==> src/rtl/gpzda_pkg.sv <==
// rtl/gpzda_pkg.sv - shared frame layout, ASCII constants and FSM types for the ZDA sender
package gpzda_pkg;

    localparam int FRAME_LEN = 38;

    localparam logic [5:0] IDX_TALKER = 6'd1;
    localparam logic [5:0] IDX_ZDA    = 6'd3;
    localparam logic [5:0] IDX_TIME   = 6'd7;
    localparam logic [5:0] IDX_CENTI  = 6'd14;
    localparam logic [5:0] IDX_DAY    = 6'd17;
    localparam logic [5:0] IDX_MONTH  = 6'd20;
    localparam logic [5:0] IDX_YEAR   = 6'd23;
    localparam logic [5:0] IDX_ZH     = 6'd28;
    localparam logic [5:0] IDX_ZM     = 6'd31;
    localparam logic [5:0] IDX_STAR   = 6'd33;
    localparam logic [5:0] IDX_CSUM   = 6'd34;
    localparam logic [5:0] IDX_CR     = 6'd36;
    localparam logic [5:0] IDX_LAST   = 6'(FRAME_LEN - 1);

    localparam logic [7:0] ASCII_DOLLAR  = 8'h24;
    localparam logic [7:0] ASCII_COMMA   = 8'h2C;
    localparam logic [7:0] ASCII_DOT     = 8'h2E;
    localparam logic [7:0] ASCII_STAR    = 8'h2A;
    localparam logic [7:0] ASCII_CR      = 8'h0D;
    localparam logic [7:0] ASCII_LF      = 8'h0A;
    localparam logic [7:0] ASCII_ZERO    = 8'h30;
    localparam logic [7:0] ASCII_UPPER_A = 8'h41;

    typedef enum logic {
        ST_IDLE,
        ST_SEND
    } state_t;

    typedef struct packed {
        logic [7:0]  hour;
        logic [7:0]  minute;
        logic [7:0]  second;
        logic [7:0]  centi;
        logic [7:0]  day;
        logic [7:0]  month;
        logic [15:0] year;
        logic [7:0]  zone_hour;
        logic [7:0]  zone_minute;
    } fields_t;

endpackage

==> src/rtl/gpzda_sender_if.sv <==
// rtl/gpzda_sender_if.sv - byte stream valid/ready bundle between the sender and its sink
interface gpzda_sender_if #(
    parameter int B = 8
);
    logic [B-1:0] tx_data;
    logic         tx_valid;
    logic         tx_ready;

    modport master (output tx_data, output tx_valid, input tx_ready);
    modport slave  (input tx_data, input tx_valid, output tx_ready);
endinterface

==> src/rtl/nibble_to_ascii.sv <==
// rtl/nibble_to_ascii.sv - 4-bit value to uppercase ASCII hex digit
module nibble_to_ascii
    import gpzda_pkg::*;
(
    input  logic [3:0] nibble,
    output logic [7:0] ascii
);
    always_comb begin
        if (nibble < 4'd10) ascii = ASCII_ZERO + {4'h0, nibble};
        else                ascii = ASCII_UPPER_A + {4'h0, nibble} - 8'd10;
    end
endmodule

==> src/rtl/gpzda_sender.sv <==
// rtl/gpzda_sender.sv - NMEA ZDA sentence generator; zone fields exist only with GPZDA_ZONE_EN
module gpzda_sender
    import gpzda_pkg::*;
#(
    parameter int              B      = 8,
    parameter logic [2*B-1:0]  TALKER = "GP"
) (
    input  logic        clock,
    input  logic        reset,
    input  logic        start,
    input  logic [7:0]  hour,
    input  logic [7:0]  minute,
    input  logic [7:0]  second,
    input  logic [7:0]  centi,
    input  logic [7:0]  day,
    input  logic [7:0]  month,
    input  logic [15:0] year,
`ifdef GPZDA_ZONE_EN
    input  logic [7:0]  zone_hour,
    input  logic [7:0]  zone_minute,
`endif
    gpzda_sender_if.master tx,
    output logic        busy,
    output logic        done
);
    state_t       state, state_next;
    logic [5:0]   idx;
    logic [7:0]   csum;
    fields_t      sh, fields_in;
    logic         hs;
    logic         use_nib;
    logic [3:0]   nib;
    logic [7:0]   nib_ascii;
    logic [B-1:0] byte_c, tx_byte;

    always_comb begin
        fields_in = '{hour: hour, minute: minute, second: second, centi: centi,
                      day: day, month: month, year: year,
`ifdef GPZDA_ZONE_EN
                      zone_hour: zone_hour, zone_minute: zone_minute};
`else
                      zone_hour: 8'h00, zone_minute: 8'h00};
`endif
    end

    nibble_to_ascii u_hex (.nibble(nib), .ascii(nib_ascii));

    // Every digit position, BCD or checksum, goes through the single hex mapper.
    always_comb begin
        use_nib = 1'b0;
        nib     = 4'h0;
        byte_c  = '0;
        case (idx)
            6'd0:              byte_c = ASCII_DOLLAR;
            IDX_TALKER:        byte_c = TALKER[2*B-1:B];
            IDX_TALKER + 6'd1: byte_c = TALKER[B-1:0];
            IDX_ZDA:           byte_c = "Z";
            IDX_ZDA + 6'd1:    byte_c = "D";
            IDX_ZDA + 6'd2:    byte_c = "A";
            IDX_ZDA + 6'd3:    byte_c = ASCII_COMMA;
            IDX_TIME:          begin use_nib = 1'b1; nib = sh.hour[7:4];        end
            IDX_TIME + 6'd1:   begin use_nib = 1'b1; nib = sh.hour[3:0];        end
            IDX_TIME + 6'd2:   begin use_nib = 1'b1; nib = sh.minute[7:4];      end
            IDX_TIME + 6'd3:   begin use_nib = 1'b1; nib = sh.minute[3:0];      end
            IDX_TIME + 6'd4:   begin use_nib = 1'b1; nib = sh.second[7:4];      end
            IDX_TIME + 6'd5:   begin use_nib = 1'b1; nib = sh.second[3:0];      end
            IDX_CENTI - 6'd1:  byte_c = ASCII_DOT;
            IDX_CENTI:         begin use_nib = 1'b1; nib = sh.centi[7:4];       end
            IDX_CENTI + 6'd1:  begin use_nib = 1'b1; nib = sh.centi[3:0];       end
            IDX_DAY - 6'd1:    byte_c = ASCII_COMMA;
            IDX_DAY:           begin use_nib = 1'b1; nib = sh.day[7:4];         end
            IDX_DAY + 6'd1:    begin use_nib = 1'b1; nib = sh.day[3:0];         end
            IDX_MONTH - 6'd1:  byte_c = ASCII_COMMA;
            IDX_MONTH:         begin use_nib = 1'b1; nib = sh.month[7:4];       end
            IDX_MONTH + 6'd1:  begin use_nib = 1'b1; nib = sh.month[3:0];       end
            IDX_YEAR - 6'd1:   byte_c = ASCII_COMMA;
            IDX_YEAR:          begin use_nib = 1'b1; nib = sh.year[15:12];      end
            IDX_YEAR + 6'd1:   begin use_nib = 1'b1; nib = sh.year[11:8];       end
            IDX_YEAR + 6'd2:   begin use_nib = 1'b1; nib = sh.year[7:4];        end
            IDX_YEAR + 6'd3:   begin use_nib = 1'b1; nib = sh.year[3:0];        end
            IDX_ZH - 6'd1:     byte_c = ASCII_COMMA;
            IDX_ZH:            begin use_nib = 1'b1; nib = sh.zone_hour[7:4];   end
            IDX_ZH + 6'd1:     begin use_nib = 1'b1; nib = sh.zone_hour[3:0];   end
            IDX_ZM - 6'd1:     byte_c = ASCII_COMMA;
            IDX_ZM:            begin use_nib = 1'b1; nib = sh.zone_minute[7:4]; end
            IDX_ZM + 6'd1:     begin use_nib = 1'b1; nib = sh.zone_minute[3:0]; end
            IDX_STAR:          byte_c = ASCII_STAR;
            IDX_CSUM:          begin use_nib = 1'b1; nib = csum[7:4];           end
            IDX_CSUM + 6'd1:   begin use_nib = 1'b1; nib = csum[3:0];           end
            IDX_CR:            byte_c = ASCII_CR;
            IDX_LAST:          byte_c = ASCII_LF;
            default:           byte_c = '0;
        endcase
        tx_byte = use_nib ? nib_ascii : byte_c;
    end

    always_comb begin
        state_next = state;
        hs         = (state == ST_SEND) && tx.tx_ready;
        case (state)
            ST_IDLE: if (start) state_next = ST_SEND;
            ST_SEND: if (hs && (idx == IDX_LAST)) state_next = ST_IDLE;
            default: state_next = ST_IDLE;
        endcase
    end

    assign tx.tx_valid = (state == ST_SEND);
    assign tx.tx_data  = (state == ST_SEND) ? tx_byte : '0;
    assign busy        = (state == ST_SEND);

    always_ff @(posedge clock) begin
        if (reset) begin
            state <= ST_IDLE;
            idx   <= '0;
            csum  <= '0;
            done  <= 1'b0;
            sh    <= '0;
        end else begin
            state <= state_next;
            done  <= hs && (idx == IDX_LAST);
            if (state == ST_IDLE) begin
                if (start) begin
                    sh   <= fields_in;
                    csum <= '0;
                    idx  <= '0;
                end
            end else if (hs) begin
                idx <= (idx == IDX_LAST) ? 6'd0 : idx + 6'd1;
                // Checksum covers everything between '$' and '*'.
                if (idx >= IDX_TALKER && idx <= IDX_ZM + 6'd1)
                    csum <= csum ^ tx_byte[7:0];
            end
        end
    end
endmodule
==> src/flat_wrapper.sv <==
// flat-port wrapper written by rule: the top's interface ports become plain ports
module gpzda_sender_flat import gpzda_pkg::*;
#(
    parameter int              B      = 8,
    parameter logic [2*B-1:0]  TALKER = "  "
)
  (clock, reset, start, hour, minute, second, centi, day, month, year, busy, done, tx_tx_data, tx_tx_valid, tx_tx_ready);
  gpzda_sender_if #(.B(B)) tx_i ();
  input  logic clock;
  input  logic reset;
  input  logic start;
  input  logic [7:0] hour;
  input  logic [7:0] minute;
  input  logic [7:0] second;
  input  logic [7:0] centi;
  input  logic [7:0] day;
  input  logic [7:0] month;
  input  logic [15:0] year;
  output logic busy;
  output logic done;
  output wire logic [$bits(tx_i.tx_data)-1:0] tx_tx_data;
  output wire logic [$bits(tx_i.tx_valid)-1:0] tx_tx_valid;
  input wire logic [$bits(tx_i.tx_ready)-1:0] tx_tx_ready;
  assign tx_tx_data = tx_i.tx_data;
  assign tx_tx_valid = tx_i.tx_valid;
  assign tx_i.tx_ready = tx_tx_ready;
  gpzda_sender #(.B(B), .TALKER(TALKER)) u_core (.clock(clock), .reset(reset), .start(start), .hour(hour), .minute(minute), .second(second), .centi(centi), .day(day), .month(month), .year(year), .tx(tx_i), .busy(busy), .done(done));
endmodule
==> config.mk <==
export PLATFORM = sky130hd
export DESIGN_NAME = gpzda_sender_flat
export DESIGN_NICKNAME = d
export VERILOG_FILES = /design/src/rtl/gpzda_pkg.sv /design/src/rtl/gpzda_sender_if.sv /design/src/rtl/nibble_to_ascii.sv /design/src/rtl/gpzda_sender.sv /design/src/flat_wrapper.sv
export SDC_FILE = /design/constraint.sdc
export NUM_CORES = 1
export LEC_CHECK = 0
export CAP_MARGIN = 10
export CORE_MARGIN = 4
export CORE_UTILIZATION = 45
export CTS_BUF_LIST = sky130_fd_sc_hd__clkbuf_8
export DETAILED_ROUTE_END_ITERATION = 10
export HOLD_SLACK_MARGIN = 0.02
export PLACE_DENSITY = 0.77
export SYNTH_ARGS = -nofsm -noshare
export SYNTH_HDL_FRONTEND = slang
export SYNTH_SLANG_ARGS = --single-unit
==> constraint.sdc <==
create_clock -name clock -period 5.2 [get_ports clock]
set_clock_uncertainty 0.05 [all_clocks]
set_input_delay 1.04 -clock clock [delete_from_list [all_inputs] [get_ports clock]]
set_output_delay 1.04 -clock clock [all_outputs]
set_load 0.02 [all_outputs]
## Word level (Yosys, flattened, before mapping)

Index checks and enable logic that the tools add are counted.

| storage, ports and cells | value |
|---|---|
| flip-flop bits (word level) | 80 |
| output and inout bits | 11 |
| word-level logic and storage cells | 87 |

| cells by class | value |
|---|---|
| add/sub/neg operators | 4 |
| $lt $le $gt $ge | 3 |
| equal/unequal tests | 39 |
| mux-type cells | 17 |
| bitwise logic cells | 2 |
| reduce and logical (&&, ||, !) cells | 11 |

Operator list:

| cell | number |
|---|---|
| $eq A6 B5 Y1 const B | 16 |
| $pmux W4 S18 | 1 |
| $pmux W7 S10 | 1 |
| $mux W8 | 7 |
| $eq A6 B4 Y1 const B | 8 |
| $eq A6 B6 Y1 const B | 6 |
| $eq A6 B3 Y1 const B | 4 |
| $mux W6 | 4 |
| $reduce_or A22 Y1 | 1 |
| $eq A6 B2 Y1 const B | 2 |
| $add A7 B4 Y8 const A | 1 |
| $sub A8 B4 Y8 const B | 1 |
| $xor A8 B8 Y8 | 1 |
| $add A6 B4 Y7 const A | 1 |
| $add A6 B1 Y6 const B | 1 |
| $eq A6 B1 Y1 const B | 1 |
| $ge A6 B1 Y1 const B | 1 |
| $le A6 B6 Y1 const B | 1 |
| $logic_not A6 Y1 | 1 |
| $reduce_or A6 Y1 | 1 |
| $lt A4 B4 Y1 const B | 1 |
| $ne A2 B2 Y1 const B | 2 |
| $reduce_and A2 Y1 | 2 |
| $logic_and A1 B1 Y1 | 3 |
| other kinds (6) | 8 |

## Logic depth before layout (Yosys ltp)

| depth | value |
|---|---|
| depth after elaboration | 10 |
| mapped depth | 12 |
| mapped depth without buffers | 10 |

## Modules after synthesis

A second synthesis with hierarchy kept.

| unflattened totals | value |
|---|---|
| cell total of the unflattened synthesis | 578 |
| area, all modules | 4404.2 µm² |

By module, submodules not included:

| module | times used | cells each | area an instance (µm²) |
|---|---|---|---|
| gpzda_sender | 1 | 562 | 4299.1 |
| nibble_to_ascii | 1 | 16 | 105.1 |

## Worst setup path before layout

No wires, ideal clock.

| timing | value |
|---|---|
| path type | reg2out |
| start point | reg u_core.idx[0] |
| end point | out tx_tx_data[0] |
| arrival time | 2387 ps |
| data required time | 4110 ps |
| setup slack | 1723 ps |
| cell stages (with the launch flop) | 12 |
| buffers on the path | 1 |
| cell sequence | dfxtp_1 inv_1 ha_1 buf_2 a22oi_1 o32ai_1 or4_4 nor3_4 a21bo_4 xnor2_2 o21ai_0 and2_1 |

| on the way | value |
|---|---|
| cells in the longest elaborated chain, start to end | 7 |
| elaborated cells on any way between the ends | 51 |
| those cells by class | add/sub (3); order compare (1); eq/ne (37); mux (6); reduce/logical (4) |

Ends and longest elaborated chain:

| what | RTL line | text |
|---|---|---|
| start: declaration | gpzda_sender.sv:27 | `logic [5:0] idx;` |
| start signal: assignment | gpzda_sender.sv:128 | `idx <= (idx == IDX_LAST) ? 6'd0 : idx + 6'd1;` |
| $eq A6 B6 Y1 (tied with other cells) | gpzda_sender.sv:53 | `case (idx)` |
| $pmux W4 S18 | gpzda_sender.sv:53 |  |
| $add A7 B4 Y8 | nibble_to_ascii.sv:10 | `else ascii = ASCII_UPPER_A + {4'h0, nibble} - 8'd10;` |
| $sub A8 B4 Y8 | nibble_to_ascii.sv:10 |  |
| $mux W8 | nibble_to_ascii.sv:9 | `if (nibble < 4'd10) ascii = ASCII_ZERO + {4'h0, nibble};` |
| $mux W8 * | gpzda_sender.sv:94 | `tx_byte = use_nib ? nib_ascii : byte_c;` |
| $mux W8 * | gpzda_sender.sv:108 | `assign tx.tx_data = (state == ST_SEND) ? tx_byte : '0;` |
| end: declaration | flat_wrapper.sv:21 | `output wire logic [$bits(tx_i.tx_data)-1:0] tx_tx_data;` |

Mark *: on every way between the ends. The rest lies on a longest branch, timed or not.

## Worst setup path after layout

| timing | value |
|---|---|
| start point | reg u_core.idx[2] |
| end point | out tx_tx_data[0] |

The elaborated chain is that of the path after synthesis.

==> results_dict.tcl <==
set metrics [dict create \
    status "completed" \
    rsz0062_at_grt "no" \
    row_count 35 \
    cts_tree "done" \
    final_nets 695 \
    grt_pass1_wl_mm 20.6 \
    clk_pin_slew_worst_paths_ns 0.10 \
    ant_nets 0 \
    fillers 893 \
    ys_types 73 \
    clock.fmax_mhz 201 \
    clk_path_buf_depth 2 \
    cp_max_fo 36 \
    portBuffers 77 \
    drt-total-wl_mm 12.7 \
    period_share_pct 95.8 \
    synth_edf_count 0 \
    ir_worst_vdd_v 0.000162 \
    drcViolationCount 0 \
    criticalPathCategory "reg -> out" \
    syn_inst 573 \
    slew_violations 0 \
    cp-end-kind "output pin" \
    syn_area_um2 4310 \
    drive_gt1_share_pct 7.97 \
    cts_resized 0 \
    pwr-share-comb_pct 12.3 \
    die_w_um 106 \
    seqPwrFrac_pct 48.6 \
    fin_cells 756 \
    hpwl_mm 9.44 \
    grt_usage_pct 22.6 \
    synth_top_area_share_pct 36.7 \
    ys_seq_area_share_pct 36.7 \
    synth_area_per_cell_um2 7.51 \
    hold_violations 0 \
    first_pass_iters 5 \
    clock_latency_ns 0.37 \
    cp-start-kind "flop" \
    ys_async_sr_fraction_pct 0 \
    period_needed_ns 4.98 \
    viasPerCell 5.66 \
    p_int_w 0.000995 \
    worstPathArrival_ns 3.89 \
    cp.required_ns 4.11 \
    swShare_pct 26.4 \
    start_util_pct 46.4 \
    fin_tns_setup_ns 0 \
    cts-root-buf "clkbuf_8" \
    worst_pin_slew_ns 1.16 \
    power_switching_w 0.000357 \
    synth-main-ff-cell "dfxtp_1" \
    grt_max_degree 43 \
    antennaDiodeCount 0 \
    core_um2 9280 \
    io_pins 79 \
    synth_top_cell_by_area "dfxtp_1" \
    die_h_um 106 \
    dp_cells 740 \
    yosys_register_bits 79 \
    yosys_warnings 0 \
    hold_path_class "reg -> reg" \
    cts.sinks 79 \
    gr-total-overflow 0 \
    max_cap_viol_count 0 \
    cts_setup_buffers 0 \
    vias 4278 \
    max-slew-margin-rel_pct 22.5 \
    dieArea_um2 11200 \
    routedWlPerCell_um 16.8 \
    setup-violations-final 0 \
    grt_pass1_vias 4040 \
    synthToLayoutAreaGrowth_pct 23.2 \
    synth_nets 646 \
    drt_iter0_drc 448 \
    postCtsHoldBufs 0 \
    h-tree-depth 3 \
    power.density_nw_per_um2 255 \
    antenna_found_initial 0 \
    p_leak_nw 1.88 \
    netlist_top_cells_area "dfxtp_1 (37%), nand2_1 (13%), a21oi_1 (9.0%)" \
    gp_congestion 0.915 \
    clock_power_share_pct 39.1 \
    numCtsBuffers 9 \
]
## per-layer routing
metal  GRT usage, %  up-vias  routed length (µm)
met5              0        -                   0
met4           6.20        0                 225
met3           4.78       26                 896
met2           36.4      201                5900
met1           30.6     1959                5640
li1               -     2092                   -
## layout by cell type, fill, tap and decap left out, types with 3 or more instances in the layout
master	netlist	layout
nand4_1	6	6
nand2b_1	7	6
mux2_2	7	7
and2_1	4	4
o22a_1	3	3
a2bb2oi_1	3	3
or2_2	3	3
inv_1	8	8
nand3_1	24	24
nor2_1	23	23
o21ai_0	9	9
o211ai_1	3	3
clkbuf_8	0	9
nand2_1	149	149
or3_1	3	3
o32ai_1	4	4
nor2b_1	9	8
a22oi_1	10	10
clkdlybuf4s50_1	0	76
dfxtp_1	79	79
a21oi_1	77	77
nand3b_1	11	11
nor3b_1	3	3
a31oi_1	7	7
nor3_1	6	6
a311oi_1	3	3
nand4b_1	4	4
and3_1	6	6
ha_1	5	5
buf_4	6	10
## cell families (layout without fill, tap and decap cells)
logic type                 after synthesis  count (layout)  synth area share, %
AOI/OAI and AO/OA                      149             149                 22.2
adders and majority gates                5               5                 1.45
DFF                                     79              79                 36.7
and+or+nand+nor                        269             269                 30.0
other                                    1               1               0.0871
xor gates and xnor gates                 4               4                0.988
buffers and inverters                   57             111                 6.22
muxes                                    9               9                 2.32
## layout make-up
cell class | count | area (µm²) | area share, %
multi-input cells | 437 | 2470 | 46.5
repair buffers | 87 | 841 | 15.8
clock inverters | 7 | 103 | 1.93
clock buffers | 9 | 124 | 2.33
flip-flops and latches | 79 | 1580 | 29.8
inverters | 8 | 30.0 | 0.566
well taps | 129 | 161 | 3.04
## registers in the layout (all words and copies together) (netlist names)
register / flops
u_core.sh: 64
u_core.done: 1
u_core.csum: 7
u_core.idx: 6
u_core.busy: 1
## metrics by stage
stage	worst slack [ns]	total power [W]	util [%]	hold slack, ns	cell area (µm²)
4_1_cts	0.271	0.00136	57.2	0.410	5310
6_report	0.218	0.00135	57.2	0.409	5310
3_5_place_dp	0.685	0.000837	54.7	0.397	5080
3_3_place_gp	0.766	0.000833	54.7	0.394	5080
2_1_floorplan	1.72	0.000753	-	0.383	4310
5_1_grt	0.0458	0.00141	57.2	0.433	5310
## worst paths after layout
check / end / cells after the start / slack (ns) / start
worst min register to register: u_core.sh[76]$_SDFFE_PP0P_ / 2 / 0.41 / u_core.sh[76]$_SDFFE_PP0P_
worst max register to register: u_core.csum[0]$_SDFFE_PP0P_ / 8 / 1.92 / u_core.idx[2]$_SDFFE_PP0P_
worst max-delay path: tx_tx_data[0] / 9 / 0.22 / u_core.idx[2]$_SDFFE_PP0P_
worst min-delay path: u_core.sh[76]$_SDFFE_PP0P_ / 2 / 0.41 / u_core.sh[76]$_SDFFE_PP0P_
## power by group through the flow
stage	Clock, W	Sequential (W)	Combinational (W)
3_3_place_gp	0	0.000670	0.000163
4_1_cts	0.000535	0.000657	0.000167
3_5_place_dp	0	0.000671	0.000166
2_1_floorplan	0	0.000662	0.0000912
5_1_grt	0.000564	0.000660	0.000184
6_report	0.000528	0.000657	0.000166
## cell usage after synthesis (all sizes together), types with 3 or more instances
master   instances
nand2          149
dfxtp           79
a21oi           78
buf             27
nand3           24
nor2            23
clkbuf          22
nand3b          11
a22oi           10
nor2b            9
o21ai            9
inv              8
mux2             8
a31oi            7
and3             7
nand2b           7
nor3             7
nand4            6
and2             5
ha               5
nand4b           4
o32ai            4
a2bb2oi          3
a311oi           3
nor3b            3
o211ai           3
o22a             3
or2              3
or3              3
## worst max-delay path: stages, from the launching register on
cell and delay [ns]:
dfxtp_1 1.10, and2b_1 0.52, a2bb2oi_1 0.13, o211a_1 0.22, nand4b_1 0.20, a21bo_4 0.29
xnor2_2 0.19, o21ai_0 0.13, and2_1 0.18, clkdlybuf4s50_1 0.53
No activity file was read; power rests on OpenSTA's default activity.
